--- config.mk ---
export PLATFORM = sky130hd
export DESIGN_NAME = nice_sync_fifo
export DESIGN_NICKNAME = d
export VERILOG_FILES = /design/src/rtl/nice_fifo_pkg.sv /design/src/rtl/nice_fifo_ram.sv /design/src/rtl/nice_sync_fifo.sv
export SDC_FILE = /design/constraint.sdc
export NUM_CORES = 1
export LEC_CHECK = 0
export ABC_AREA = 1
export CORE_ASPECT_RATIO = 0.8
export CORE_MARGIN = 1.5
export CORE_UTILIZATION = 29
export DETAILED_ROUTE_END_ITERATION = 16
export GPL_TIMING_DRIVEN = 0
export PLACE_DENSITY = 0.53
export RECOVER_POWER = 25
export SLEW_MARGIN = 10
export SYNTH_ARGS = -nofsm -noshare
export SYNTH_HDL_FRONTEND = slang
export SYNTH_SLANG_ARGS = --single-unit
--- constraint.sdc ---
create_clock -name clk -period 5.1 [get_ports clk]
set_input_delay 0.765 -clock clk [delete_from_list [all_inputs] [get_ports clk]]
set_output_delay 0.765 -clock clk [all_outputs]
set_load 0.005 [all_outputs]
--- src/rtl/nice_fifo_pkg.sv ---
// rtl/nice_fifo_pkg.sv - shared sizing helpers and types for the NICE staging FIFO
//
// Contents:
//   clog2            constant ceil(log2) for deriving address widths from depths
//   nice_fifo_ptr_w  pointer width for a given address width (one extra wrap bit)
//   NICE_FIFO_AW     default address width (depth 16)
//   nice_fifo_cnt_t  occupancy / pointer type at the default address width

package nice_fifo_pkg;

    function automatic int clog2(input int value);
        int r;
        r = 0;
        for (int i = 0; i < 31; i++) begin
            if ((1 << i) < value) begin
                r = i + 1;
            end
        end
        return r;
    endfunction

    // Pointers carry one bit beyond the address so full and empty stay distinct.
    function automatic int nice_fifo_ptr_w(input int aw);
        return aw + 1;
    endfunction

    localparam int NICE_FIFO_AW    = 4;
    localparam int NICE_FIFO_PTR_W = NICE_FIFO_AW + 1;

    typedef logic [NICE_FIFO_PTR_W-1:0] nice_fifo_cnt_t;

endpackage

--- src/rtl/nice_fifo_ram.sv ---
// rtl/nice_fifo_ram.sv - DEPTH x DW storage, synchronous write, asynchronous read
//
// Ports:
//   clk    in   clock for the write port
//   we     in   write enable
//   waddr  in   write address
//   wdata  in   write data
//   raddr  in   read address
//   rdata  out  read data, combinational from raddr
//
// Contents are not reset; the FIFO pointers decide which entries are valid.

module nice_fifo_ram
    import nice_fifo_pkg::*;
#(
    parameter int DW    = 32,
    parameter int DEPTH = 16,
    localparam int AW   = clog2(DEPTH)
) (
    input  logic          clk,
    input  logic          we,
    input  logic [AW-1:0] waddr,
    input  logic [DW-1:0] wdata,
    input  logic [AW-1:0] raddr,
    output logic [DW-1:0] rdata
);

    logic [DW-1:0] mem [DEPTH];

    always_ff @(posedge clk) begin
        if (we) begin
            mem[waddr] <= wdata;
        end
    end

    assign rdata = mem[raddr];

endmodule

--- src/rtl/nice_sync_fifo.sv ---
// rtl/nice_sync_fifo.sv - first-word-fall-through synchronous FIFO with occupancy flags
//
// Optional feature macro: NICE_FIFO_HWM_EN (adds hwm_clr input and hwm output)
//
// Ports:
//   clk           in   clock, rising edge
//   rst           in   synchronous reset, active-high
//   hwm_clr       in   reload high-water mark with current count (NICE_FIFO_HWM_EN only)
//   hwm           out  peak occupancy since rst/hwm_clr (NICE_FIFO_HWM_EN only)
//   flush         in   discard all entries, overrides push/pop
//   wr_valid      in   producer has data
//   wr_ready      out  FIFO can accept (low while full or in reset)
//   wr_data       in   write data
//   rd_valid      out  head entry valid
//   rd_ready      in   consumer takes head
//   rd_data       out  head data, zero while rd_valid is low
//   count         out  occupancy 0..DEPTH
//   full/empty    out  occupancy at DEPTH / 0
//   almost_full   out  count >= AFULL_TH
//   almost_empty  out  count <= AEMPTY_TH

module nice_sync_fifo
    import nice_fifo_pkg::*;
#(
    parameter int DW        = 32,
    parameter int AW        = 4,
    parameter int AFULL_TH  = 12,
    parameter int AEMPTY_TH = 2
) (
    input  logic          clk,
    input  logic          rst,
`ifdef NICE_FIFO_HWM_EN
    input  logic          hwm_clr,
    output logic [AW:0]   hwm,
`endif
    input  logic          flush,
    input  logic          wr_valid,
    output logic          wr_ready,
    input  logic [DW-1:0] wr_data,
    output logic          rd_valid,
    input  logic          rd_ready,
    output logic [DW-1:0] rd_data,
    output logic [AW:0]   count,
    output logic          full,
    output logic          empty,
    output logic          almost_full,
    output logic          almost_empty
);

    localparam int PW    = nice_fifo_ptr_w(AW);
    localparam int DEPTH = 1 << AW;

    localparam logic [PW-1:0] PTR_ONE  = PW'(1);
    localparam logic [PW-1:0] AFULL_C  = PW'(AFULL_TH);
    localparam logic [PW-1:0] AEMPTY_C = PW'(AEMPTY_TH);

    if (AFULL_TH > DEPTH) begin : g_bad_afull
        $error("nice_sync_fifo: AFULL_TH must not exceed DEPTH");
    end
    if (AEMPTY_TH >= DEPTH) begin : g_bad_aempty
        $error("nice_sync_fifo: AEMPTY_TH must be below DEPTH");
    end

    logic [PW-1:0] wp;
    logic [PW-1:0] rp;
    logic [PW-1:0] wp_nxt;
    logic [PW-1:0] rp_nxt;
    logic          push;
    logic          pop;
    logic [DW-1:0] ram_rdata;

    // Same low bits with differing wrap bits means the writer is a full lap ahead.
    assign full         = (wp[AW] != rp[AW]) && (wp[AW-1:0] == rp[AW-1:0]);
    assign empty        = (wp == rp);
    assign count        = wp - rp;
    assign almost_full  = (count >= AFULL_C);
    assign almost_empty = (count <= AEMPTY_C);

    assign wr_ready = !full && !rst;
    assign rd_valid = !empty;
    assign push     = wr_valid && wr_ready;
    assign pop      = rd_valid && rd_ready;

    always_comb begin
        wp_nxt = wp;
        rp_nxt = rp;
        if (rst || flush) begin
            wp_nxt = '0;
            rp_nxt = '0;
        end else begin
            if (push) begin
                wp_nxt = wp + PTR_ONE;
            end
            if (pop) begin
                rp_nxt = rp + PTR_ONE;
            end
        end
    end

    always_ff @(posedge clk) begin
        wp <= wp_nxt;
        rp <= rp_nxt;
    end

    // A flush drops the write presented in the same cycle.
    nice_fifo_ram #(
        .DW    (DW),
        .DEPTH (DEPTH)
    ) u_ram (
        .clk   (clk),
        .we    (push && !flush),
        .waddr (wp[AW-1:0]),
        .wdata (wr_data),
        .raddr (rp[AW-1:0]),
        .rdata (ram_rdata)
    );

    assign rd_data = rd_valid ? ram_rdata : '0;

`ifdef NICE_FIFO_HWM_EN
    logic [PW-1:0] count_nxt;

    assign count_nxt = wp_nxt - rp_nxt;

    // Flush leaves the peak intact; only rst or hwm_clr lower it.
    always_ff @(posedge clk) begin
        if (rst) begin
            hwm <= '0;
        end else if (hwm_clr) begin
            hwm <= count;
        end else if (count_nxt > hwm) begin
            hwm <= count_nxt;
        end
    end
`endif

endmodule

* Word-level counts from Yosys, hierarchy flattened
Memories as Yosys holds them, arrays and structs flattened. A register that Yosys moved wholly into a read port is not among the register bits. Index checks and enable logic that the tools add are counted.
Storage, ports and cells: output and inout port bits 43, input port bits 37, memory bits (writable) 512, word-level logic and storage cells 26, memories 1, bits in registers 10
Memory list:
- u_ram.mem | depth 16, bits a word 32, read ports 1, clocked after Yosys merged registers in 1, wr ports 1, RTL line nice_fifo_ram.sv:28 | logic [DW-1:0] mem [DEPTH];
Cells by class: magnitude comparators 2, add/subtract/negate cells 3, reduce and logical (&&, ||, !) cells 10, eq/ne operators 3, muxes and demuxes 5
Operators with widths (number):
- $mux 32 | 1
- $add 5x1->5 const B | 2
- $mux 4 | 2
- $eq 5x5->1 | 1
- $ge 5x4->1 const B | 1
- $le 5x2->1 const B | 1
- $logic_and 1x1->1 | 5
- $sub 5x5->5 | 1
- $eq 4x4->1 | 1
- $logic_not 1->1 | 4
- $mux 1 | 2
- $logic_or 1x1->1 | 1
- $ne 1x1->1 | 1

* Depth between registers and ports, before layout
Gate-level depths: netlist of run 1.
depth in word-level cells 8, depth in mapped cells 10, gate-level depth less buffers 9

* Hierarchy
From an unflattened synthesis of run 1, not the netlist that was laid out.
Second synthesis, totals: cells, all modules 2270, area total of the unflattened synthesis 23159.7 sq um
By module, submodules not included:
- nice_fifo_ram | times used 1, cells each 2088, area an instance 22089.9 sq um
- nice_sync_fifo | times used 1, cells each 182, area an instance 1069.8 sq um

* Worst setup path after synthesis of run 1
OpenSTA, ideal clock, no wires.
path type reg-to-reg, start reg rp[2], end mem u_ram.mem[3][0] (enable), path buffers 0, path slack 1.206 ns, required time 4.639 ns, arrival 3.433 ns, setup time 0.461 ns, stages on the path, launching flop included 8, cell sequence dfxtp_1 > inv_1 > ha_1 > nand2_1 > nor2_1 > nand2_1 > nand4_1 > nor3_1
On the way: word-level cells in the longest chain between the ends 8
RTL lines:
- from (decl) | RTL line nice_sync_fifo.sv:65 | logic [PW-1:0] rp;
- from (signal assigned) | RTL line nice_sync_fifo.sv:102 | rp <= rp_nxt;
- $eq 4x4->1 | RTL line nice_sync_fifo.sv:73 | assign full = (wp[AW] != rp[AW]) && (wp[AW-1:0] == rp[AW-1:0]);
- $logic_and 1x1->1 | RTL line nice_sync_fifo.sv:73
- $logic_not 1->1 | RTL line nice_sync_fifo.sv:79 | assign wr_ready = !full && !rst;
- $logic_and 1x1->1 | RTL line nice_sync_fifo.sv:79
- $logic_and 1x1->1 | RTL line nice_sync_fifo.sv:81 | assign push = wr_valid && wr_ready;
- $logic_and 1x1->1 | RTL line nice_sync_fifo.sv:111 | .we (push && !flush),
- $mux 1 | RTL line nice_fifo_ram.sv:31 | if (we) begin
- $mux 1 (implied by the code) | RTL line nice_fifo_ram.sv:32 | mem[waddr] <= wdata;
- to (decl) | RTL line nice_fifo_ram.sv:28
Every way passes these cells.

==> results.sh, run 1 <==
export IMPL_layout_nets=2023
export IMPL_grt_pass1_wl_um=92800
export IMPL_status="complete, no violations"
export IMPL_crit_path_end_kind="output pin"
export IMPL_syn_cell_area_um2=21600
export IMPL_io_pins=80
export IMPL_drt_pass1_iter_count=5
export IMPL_ys_ff_latch=526
export IMPL_clock_sinks=526
export IMPL_dpl_cell_area_um2=24300
export IMPL_finalInstanceArea_um2=26100
export IMPL_clk_path_buf_depth=3
export IMPL_synthFlopType="edfxtp_1"
export IMPL_grt_max_degree=22
export IMPL_drc_errors=0
export IMPL_cts_reportedPaths_clkPinSlew_ns=0.07
export IMPL_critPathBufInv=4
export IMPL_reg2reg_from="rp[2]"
export IMPL_die_area_um2=76200
export IMPL_antenna_found_initial=1
export IMPL_drive_above_1_share_pct=10.5
export IMPL_synthCells=1814
export IMPL_finalCriticalPeriod_ns=4.19
export IMPL_grt_pass1_vias=13900
export IMPL_ir_drop_uv=272
export IMPL_cts_tree="built"
export IMPL_antenna_cells=0
export IMPL_setup_viol=0
export IMPL_hold_path_class="reg2reg"
export IMPL_routedWlPerCell_um=21.3
export IMPL_cp_slowest_stage_delay_ns=0.90
export IMPL_crit_type="reg2out"
export IMPL_antenna_left=0
export IMPL_syn_num_nets=1861
export IMPL_vias=14400
export IMPL_rsz0062_at_grt="no"
export IMPL_hold_start="wp[4]"
export IMPL_cap_viol_max_count=0
export IMPL_start_util_pct=29.3
export IMPL_cts_max_level=2
export IMPL_regArea_um2=15700
export IMPL_numPortBuffers=79
export IMPL_cts_hold_buf=0
export IMPL_crit_family="buffers and inverters"
export IMPL_grt_usage_pct=16.7
export IMPL_finalCritPeriodShare_pct=82.2
export IMPL_yosysSeqAreaShare_pct=72.4
export IMPL_die_y_um=247
export IMPL_drt_wl_total_um=64200
export IMPL_die_x_um=308
export IMPL_cts_setup_buffers=0
export IMPL_powerDensity_nw_per_um2=349
export IMPL_multi_input_area_um2=5200
export IMPL_cts_resized=0
export IMPL_synthToLayoutAreaGrowth_pct=20.6
export IMPL_clk_latency_ns=0.58
export IMPL_drt_initial_drc_count=1363
export IMPL_avgSynthCellArea_um2=11.9
export IMPL_required_ns=4.34
export IMPL_p_leak_nw=9.18
export IMPL_viasPerCell=4.76
export IMPL_slew_violations=0
export IMPL_hpwl_um=43300
export IMPL_grt_ovfl_total=0
export IMPL_worstPathMaxFanout=10
export IMPL_fillers=7242
export IMPL_hold_viol=0
export IMPL_arrival_ns=3.43
export IMPL_synth_edf_count=512
export IMPL_globalplace_congestion=0.802
export IMPL_yosys_warnings=0
export IMPL_skew_ns=0.00898
export IMPL_synth_cell_types=25
export IMPL_core_area_um2=73700
export IMPL_worstMarginPinSlew_ns=1.19
export IMPL_rows=89
export IMPL_synth_async_reset_ratio_pct=0
export IMPL_crit_slowest_cell="buf_1"
export IMPL_critical_path_cell_chain="clkbuf_1 > inv_1 > buf_1 > nand2_1 > a21oi_1 > clkdlybuf4s50_1"
export IMPL_slew_headroom_pct=20.6
export IMPL_clock_root_buffer="clkbuf_16"
export IMPL_holdWs_ns=0.551
export IMPL_max_freq_mhz=238
export IMPL_cts_buffers=51
export IMPL_crit_path_start_kind="flip-flop"
[synth_stat cells (2+ instances only)]
| master | count | area, um^2 |
|---|---|---|
| nand2_1 | 664 | 2490 |
| edfxtp_1 | 512 | 15400 |
| nand3_1 | 390 | 1950 |
| a21oi_1 | 30 | 150 |
| buf_6 | 27 | 304 |
| buf_4 | 26 | 195 |
| inv_1 | 24 | 90.1 |
| clkbuf_1 | 21 | 78.8 |
| nor2_1 | 21 | 78.8 |
| buf_2 | 19 | 95.1 |
| buf_1 | 14 | 52.6 |
| dfxtp_1 | 14 | 280 |
| a21oi_2 | 13 | 114 |
| ha_1 | 9 | 113 |
| xor2_1 | 7 | 61.3 |
| o21ai_0 | 5 | 25.0 |
| nand4_1 | 4 | 25.0 |
| nor3_1 | 4 | 20.0 |
| xnor2_1 | 3 | 26.3 |
| buf_12 | 2 | 40.0 |
[where the power goes]
| group | switching (W) | internal [W] | total (W) |
|---|---|---|---|
| combinational | 0.000273 | 0.000143 | 0.000416 |
| clock | 0.00166 | 0.00227 | 0.00392 |
| sequential | 0.00000408 | 0.00475 | 0.00475 |
[logic make-up after synthesis]
kind of cell,count (synthesis),share of synthesized area (%)
adders and majority gates,10,0.614
and+or+nand+nor,1084,21.2
DFF,526,72.4
xor gates and xnor gates,10,0.405
AOI/OAI and AO/OA,49,1.37
buffers and inverters,135,4.02
[layout by cell type, fill, tap and decap left out, types with 3 or more instances in the layout]
cell / synthesis / layout
buf_2: 19 / 19
ha_1: 9 / 9
inv_1: 24 / 24
nand3_1: 390 / 390
dfxtp_1: 14 / 14
nand2_1: 664 / 664
clkbuf_16: 0 / 52
buf_12: 2 / 5
nor2_4: 0 / 13
nor2_1: 21 / 8
xor2_1: 7 / 7
clkbuf_1: 21 / 25
buf_1: 14 / 14
xnor2_1: 3 / 3
buf_16: 0 / 15
o21ai_0: 5 / 5
a21oi_2: 13 / 13
inv_6: 1 / 3
nand4_1: 4 / 4
buf_6: 27 / 30
nor3_2: 0 / 3
clkinv_2: 0 / 10
buf_4: 26 / 35
bufinv_16: 0 / 8
edfxtp_1: 512 / 512
dlygate4sd3_1: 0 / 19
clkinv_1: 0 / 15
a21oi_1: 30 / 30
clkdlybuf4s50_1: 0 / 60
[worst min-delay path: cells and delay by family (launching register included)]
kind,cells,cell delay (ns)
compound gates,1,0.06
simple gates,1,0.08
flops,1,0.36
[through the flow]
stage                     setup slack, ns  utilization, %  TNS [ns]  cells  total power, W
final                               0.907            35.3         0   3018         0.00909
after global routing                0.847            35.3         0   3018         0.00935
after CTS                           0.980            35.3         0   3018         0.00916
after detailed placement             1.61            33.0         0   2924         0.00527
after global placement              -2.28            32.1   -296.31   2894         0.00526
after floorplan                      1.21               -         0   1814         0.00503
[layout make-up]
type                       instances  share of cell area (%)
buffer                           109                    2.94
clock buffer                      56                    5.05
clock inverter                    38                    1.52
inverter                          26                   0.394
multi-input combinational       1153                    20.0
sequential                       526                    60.1
tap                             1001                    4.81
timing repair buffer             109                    5.24
[flip-flops by register name, summed over array words and instances (netlist names), named ones only]
register and cells:
u_ram.mem 512, rp 5, wp 5
[path summary, 6_finish.rpt]
kind / end / slack (ns) / cells past startpoint
max: rd_data[23] / 0.91 / 6
min: wp[4] / 0.55 / 2
max reg2reg: u_ram.mem[1][22] / 1.80 / 10
min reg2reg: wp[4] / 0.55 / 2
[per-layer routing]
metal	routed length, um	GRT usage [%]
met1	29600	23.9
met2	28700	26.1
met3	4290	2.91
met4	1640	4.59
met5	11	0
No activity file was read; power rests on OpenSTA's default activity.
==> run 2: changes to the inputs <==
--- a/config.mk
+++ b/config.mk
@@ -11,7 +11,7 @@
 export CORE_UTILIZATION = 29
 export DETAILED_ROUTE_END_ITERATION = 16
 export GPL_TIMING_DRIVEN = 0
-export PLACE_DENSITY = 0.53
+export PLACE_DENSITY = 0.54
 export RECOVER_POWER = 25
 export SLEW_MARGIN = 10
 export SYNTH_ARGS = -nofsm -noshare
==> constraint.sdc (replaced) <==
create_clock -name clk -period 3.7 [get_ports clk]
set_input_delay 0.555 -clock clk [delete_from_list [all_inputs] [get_ports clk]]
set_output_delay 0.555 -clock clk [all_outputs]
set_load 0.005 [all_outputs]
==> run 2 against run 1 <==
  * Clock-buffer cell count grew 11
  * Design area is essentially flat
  * Highest routed layer unchanged
  * Via count grew 0.62%
  * Combinational power grew 41%
  * Non-clock buffer count grew 4
  * Clock skew grew 0.0057 ns
  * Total power grew 36%
==> results.sh, run 2 (same netlist as run 1, synthesis figures left out) <==
export IMPL_final_util_pct=35.4
export IMPL_die_area_um2=76200
export IMPL_grt_pass1_vias=13900
export IMPL_rows=89
export IMPL_globalplace_congestion=0.782
export IMPL_reg2regPathDepth=10
export IMPL_io_pins=80
export IMPL_hold_start="wp[4]"
export IMPL_reg2reg_slack_ns=0.49
export IMPL_final_cell_mix="664 x nand2_1, 512 x edfxtp_1, 390 x nand3_1"
export IMPL_viasPerCell=4.78
export IMPL_crit_path_start_kind="flip-flop"
export IMPL_dp_cells=2925
export IMPL_layout_nets=2027
export IMPL_status="complete, no violations"
export IMPL_slew_headroom_pct=46.0
export IMPL_clk_path_buf_depth=3
export IMPL_cap_viol_max_count=0
export IMPL_synthToLayoutAreaGrowth_pct=20.6
export IMPL_clock_root_buffer="clkbuf_16"
export IMPL_required_ns=3.14
export IMPL_tns_ns=0
export IMPL_die_y_um=247
export IMPL_worstMarginPinSlew_ns=0.808
export IMPL_cts_hold_buf=0
export IMPL_max_freq_mhz=280
export IMPL_drc_errors=0
export IMPL_core_area_um2=73700
export IMPL_clock_sinks=526
export IMPL_ir_drop_uv=310
export IMPL_r2r_end="u_ram.mem[2][12]"
export IMPL_slew_violations=0
export IMPL_rsz0062_at_grt="no"
export IMPL_hold_viol=0
export IMPL_largest_reg_flops=512
export IMPL_grt_ovfl_total=0
export IMPL_antenna_cells=0
export IMPL_fillers=7163
export IMPL_drt_initial_drc_count=1502
export IMPL_cts_reportedPaths_clkPinSlew_ns=0.06
export IMPL_cts_buffers=51
export IMPL_arrival_ns=3.02
export IMPL_finalCritPeriodShare_pct=96.7
export IMPL_hold_path_class="reg2reg"
export IMPL_cts_tree="built"
export IMPL_reg_top3="u_ram.mem x512, rp x5, wp x5"
export IMPL_drt_pass1_iter_count=5
export IMPL_p_leak_nw=9.16
export IMPL_regMostFlops="u_ram.mem"
export IMPL_start_util_pct=29.3
export IMPL_antenna_found_initial=1
export IMPL_grt_max_degree=21
export IMPL_setup_viol=0
export IMPL_final_common_cell="nand2_1"
export IMPL_grt_pass1_wl_um=92700
export IMPL_reg2reg_from="wp[0]"
export IMPL_multi_input_area_um2=5240
export IMPL_cts_max_level=2
export IMPL_grt_usage_pct=16.7
export IMPL_numPortBuffers=79
export IMPL_hpwl_um=43300
export IMPL_vias=14500
export IMPL_min_to="wp[4]"
export IMPL_regArea_um2=15700
export IMPL_finalCriticalPeriod_ns=3.58
export IMPL_skew_ns=0.0147
export IMPL_die_x_um=308
export IMPL_hold_path_depth=2
export IMPL_drive_above_1_share_pct=11.4
export IMPL_power_w=0.0123
export IMPL_crit_type="reg2out"
export IMPL_drt_wl_total_um=63800
export IMPL_clk_latency_ns=0.58
export IMPL_antenna_left=0
export IMPL_layout_cells_non_filler=3023
export IMPL_crit_path_end_kind="output pin"
export IMPL_routedWlPerCell_um=21.1
export IMPL_powerDensity_nw_per_um2=473
export IMPL_worstPathMaxFanout=10
[run 2: cell count changes in the layout (fill, tap and decap cells not counted), sizes merged]
cell | before | now
clkbuf | 77 | 89
clkinv | 27 | 17
bufinv | 8 | 5
clkinvlp | 1 | 4
buf | 118 | 120
clkdlybuf4s15 | 0 | 1
clkdlybuf4s50 | 60 | 59
dlygate4sd3 | 19 | 20
[run 2: final cells by class]
type | count | share of cell area [%]
flip-flops and latches | 526 | 60.1
multi-input cells | 1153 | 20.1
repair buffers | 113 | 5.30
clock buffers | 67 | 5.24
well taps | 1001 | 4.81
plain buffers | 109 | 3.01
clock inverters | 28 | 1.05
inverters | 26 | 0.408
[run 2: where the power goes]
| group | leakage (nW) | internal, W | switching (W) |
|---|---|---|---|
| clock network | 0.798 | 0.00295 | 0.00224 |
| logic | 3.65 | 0.000205 | 0.000380 |
| registers | 4.72 | 0.00655 | 0.00000553 |
[run 2: stage by stage]
stage | setup slack (ns) | hold slack (ns) | area [um^2]
6_report | 0.123 | 0.541 | 26100
5_1_grt | 0.00861 | 0.555 | 26100
4_1_cts | -0.00631 | 0.540 | 26000
3_5_place_dp | 0.419 | 0.530 | 24300
3_3_place_gp | -3.44 | 0.527 | 23700
2_1_floorplan | -0.194 | 0.495 | 21600
[run 2: routing by layer]
layer / wire, um / GRT usage (%)
met1: 28800 / 23.7
met2: 29100 / 26.6
met3: 4490 / 2.56
met4: 1380 / 4.10
met5: 13 / 0
[run 2: what timing repair did]
action | 4_1_cts | 5_1_grt
gates resized for setup | 14 | 8
setup buffers | 1 | 2
endpoints found under the setup margin | 22 | 31
[run 2: worst max-delay path by stage]
| stage | from | end | slack [ns] | cells after the start |
|---|---|---|---|---|
| after global routing | flip-flop | rd_data[11] | 0.009 | 5 |
| final | flip-flop | rd_data[11] | 0.12 | 5 |
| after global placement | rst | u_ram.mem[11][16] | -3.44 | 4 |
| after CTS | rp[2] | rd_data[30] | -0.006 | 9 |
| after detailed placement | rst | u_ram.mem[10][16] | 0.42 | 7 |
| after floorplan | rp[2] | u_ram.mem[3][0] | -0.19 | 7 |
[run 2: worst max-delay path, cell delays in order (launching register included)]
cell and delay (ns):
dfxtp_1 0.31, clkbuf_1 0.53, clkbuf_1 0.59, nand2_1 0.24, a21oi_2 0.22, clkdlybuf4s50_1 0.53
==> run 3: changes to the inputs <==
--- a/config.mk
+++ b/config.mk
@@ -11,7 +11,7 @@
 export CORE_UTILIZATION = 29
 export DETAILED_ROUTE_END_ITERATION = 16
 export GPL_TIMING_DRIVEN = 0
-export PLACE_DENSITY = 0.54
+export PLACE_DENSITY = 0.53
 export RECOVER_POWER = 25
 export SLEW_MARGIN = 10
 export SYNTH_ARGS = -nofsm -noshare
==> constraint.sdc (replaced) <==
create_clock -name clk -period 4.4 [get_ports clk]
set_input_delay 0.66 -clock clk [delete_from_list [all_inputs] [get_ports clk]]
set_output_delay 0.66 -clock clk [all_outputs]
set_load 0.005 [all_outputs]
==> results of run 3 <==
Same layout as run 1 (identical final DEF). Status: complete, no violations.
Among the figures that moved: setup slack after placement 1.61 ns -> 1.01 ns; setup slack after layout 0.907 ns -> 0.312 ns; register-to-register setup slack 1.80 ns -> 1.10 ns; total power 0.00909 W -> 0.0105 W; worst IR drop on VDD 272 uV -> 315 uV
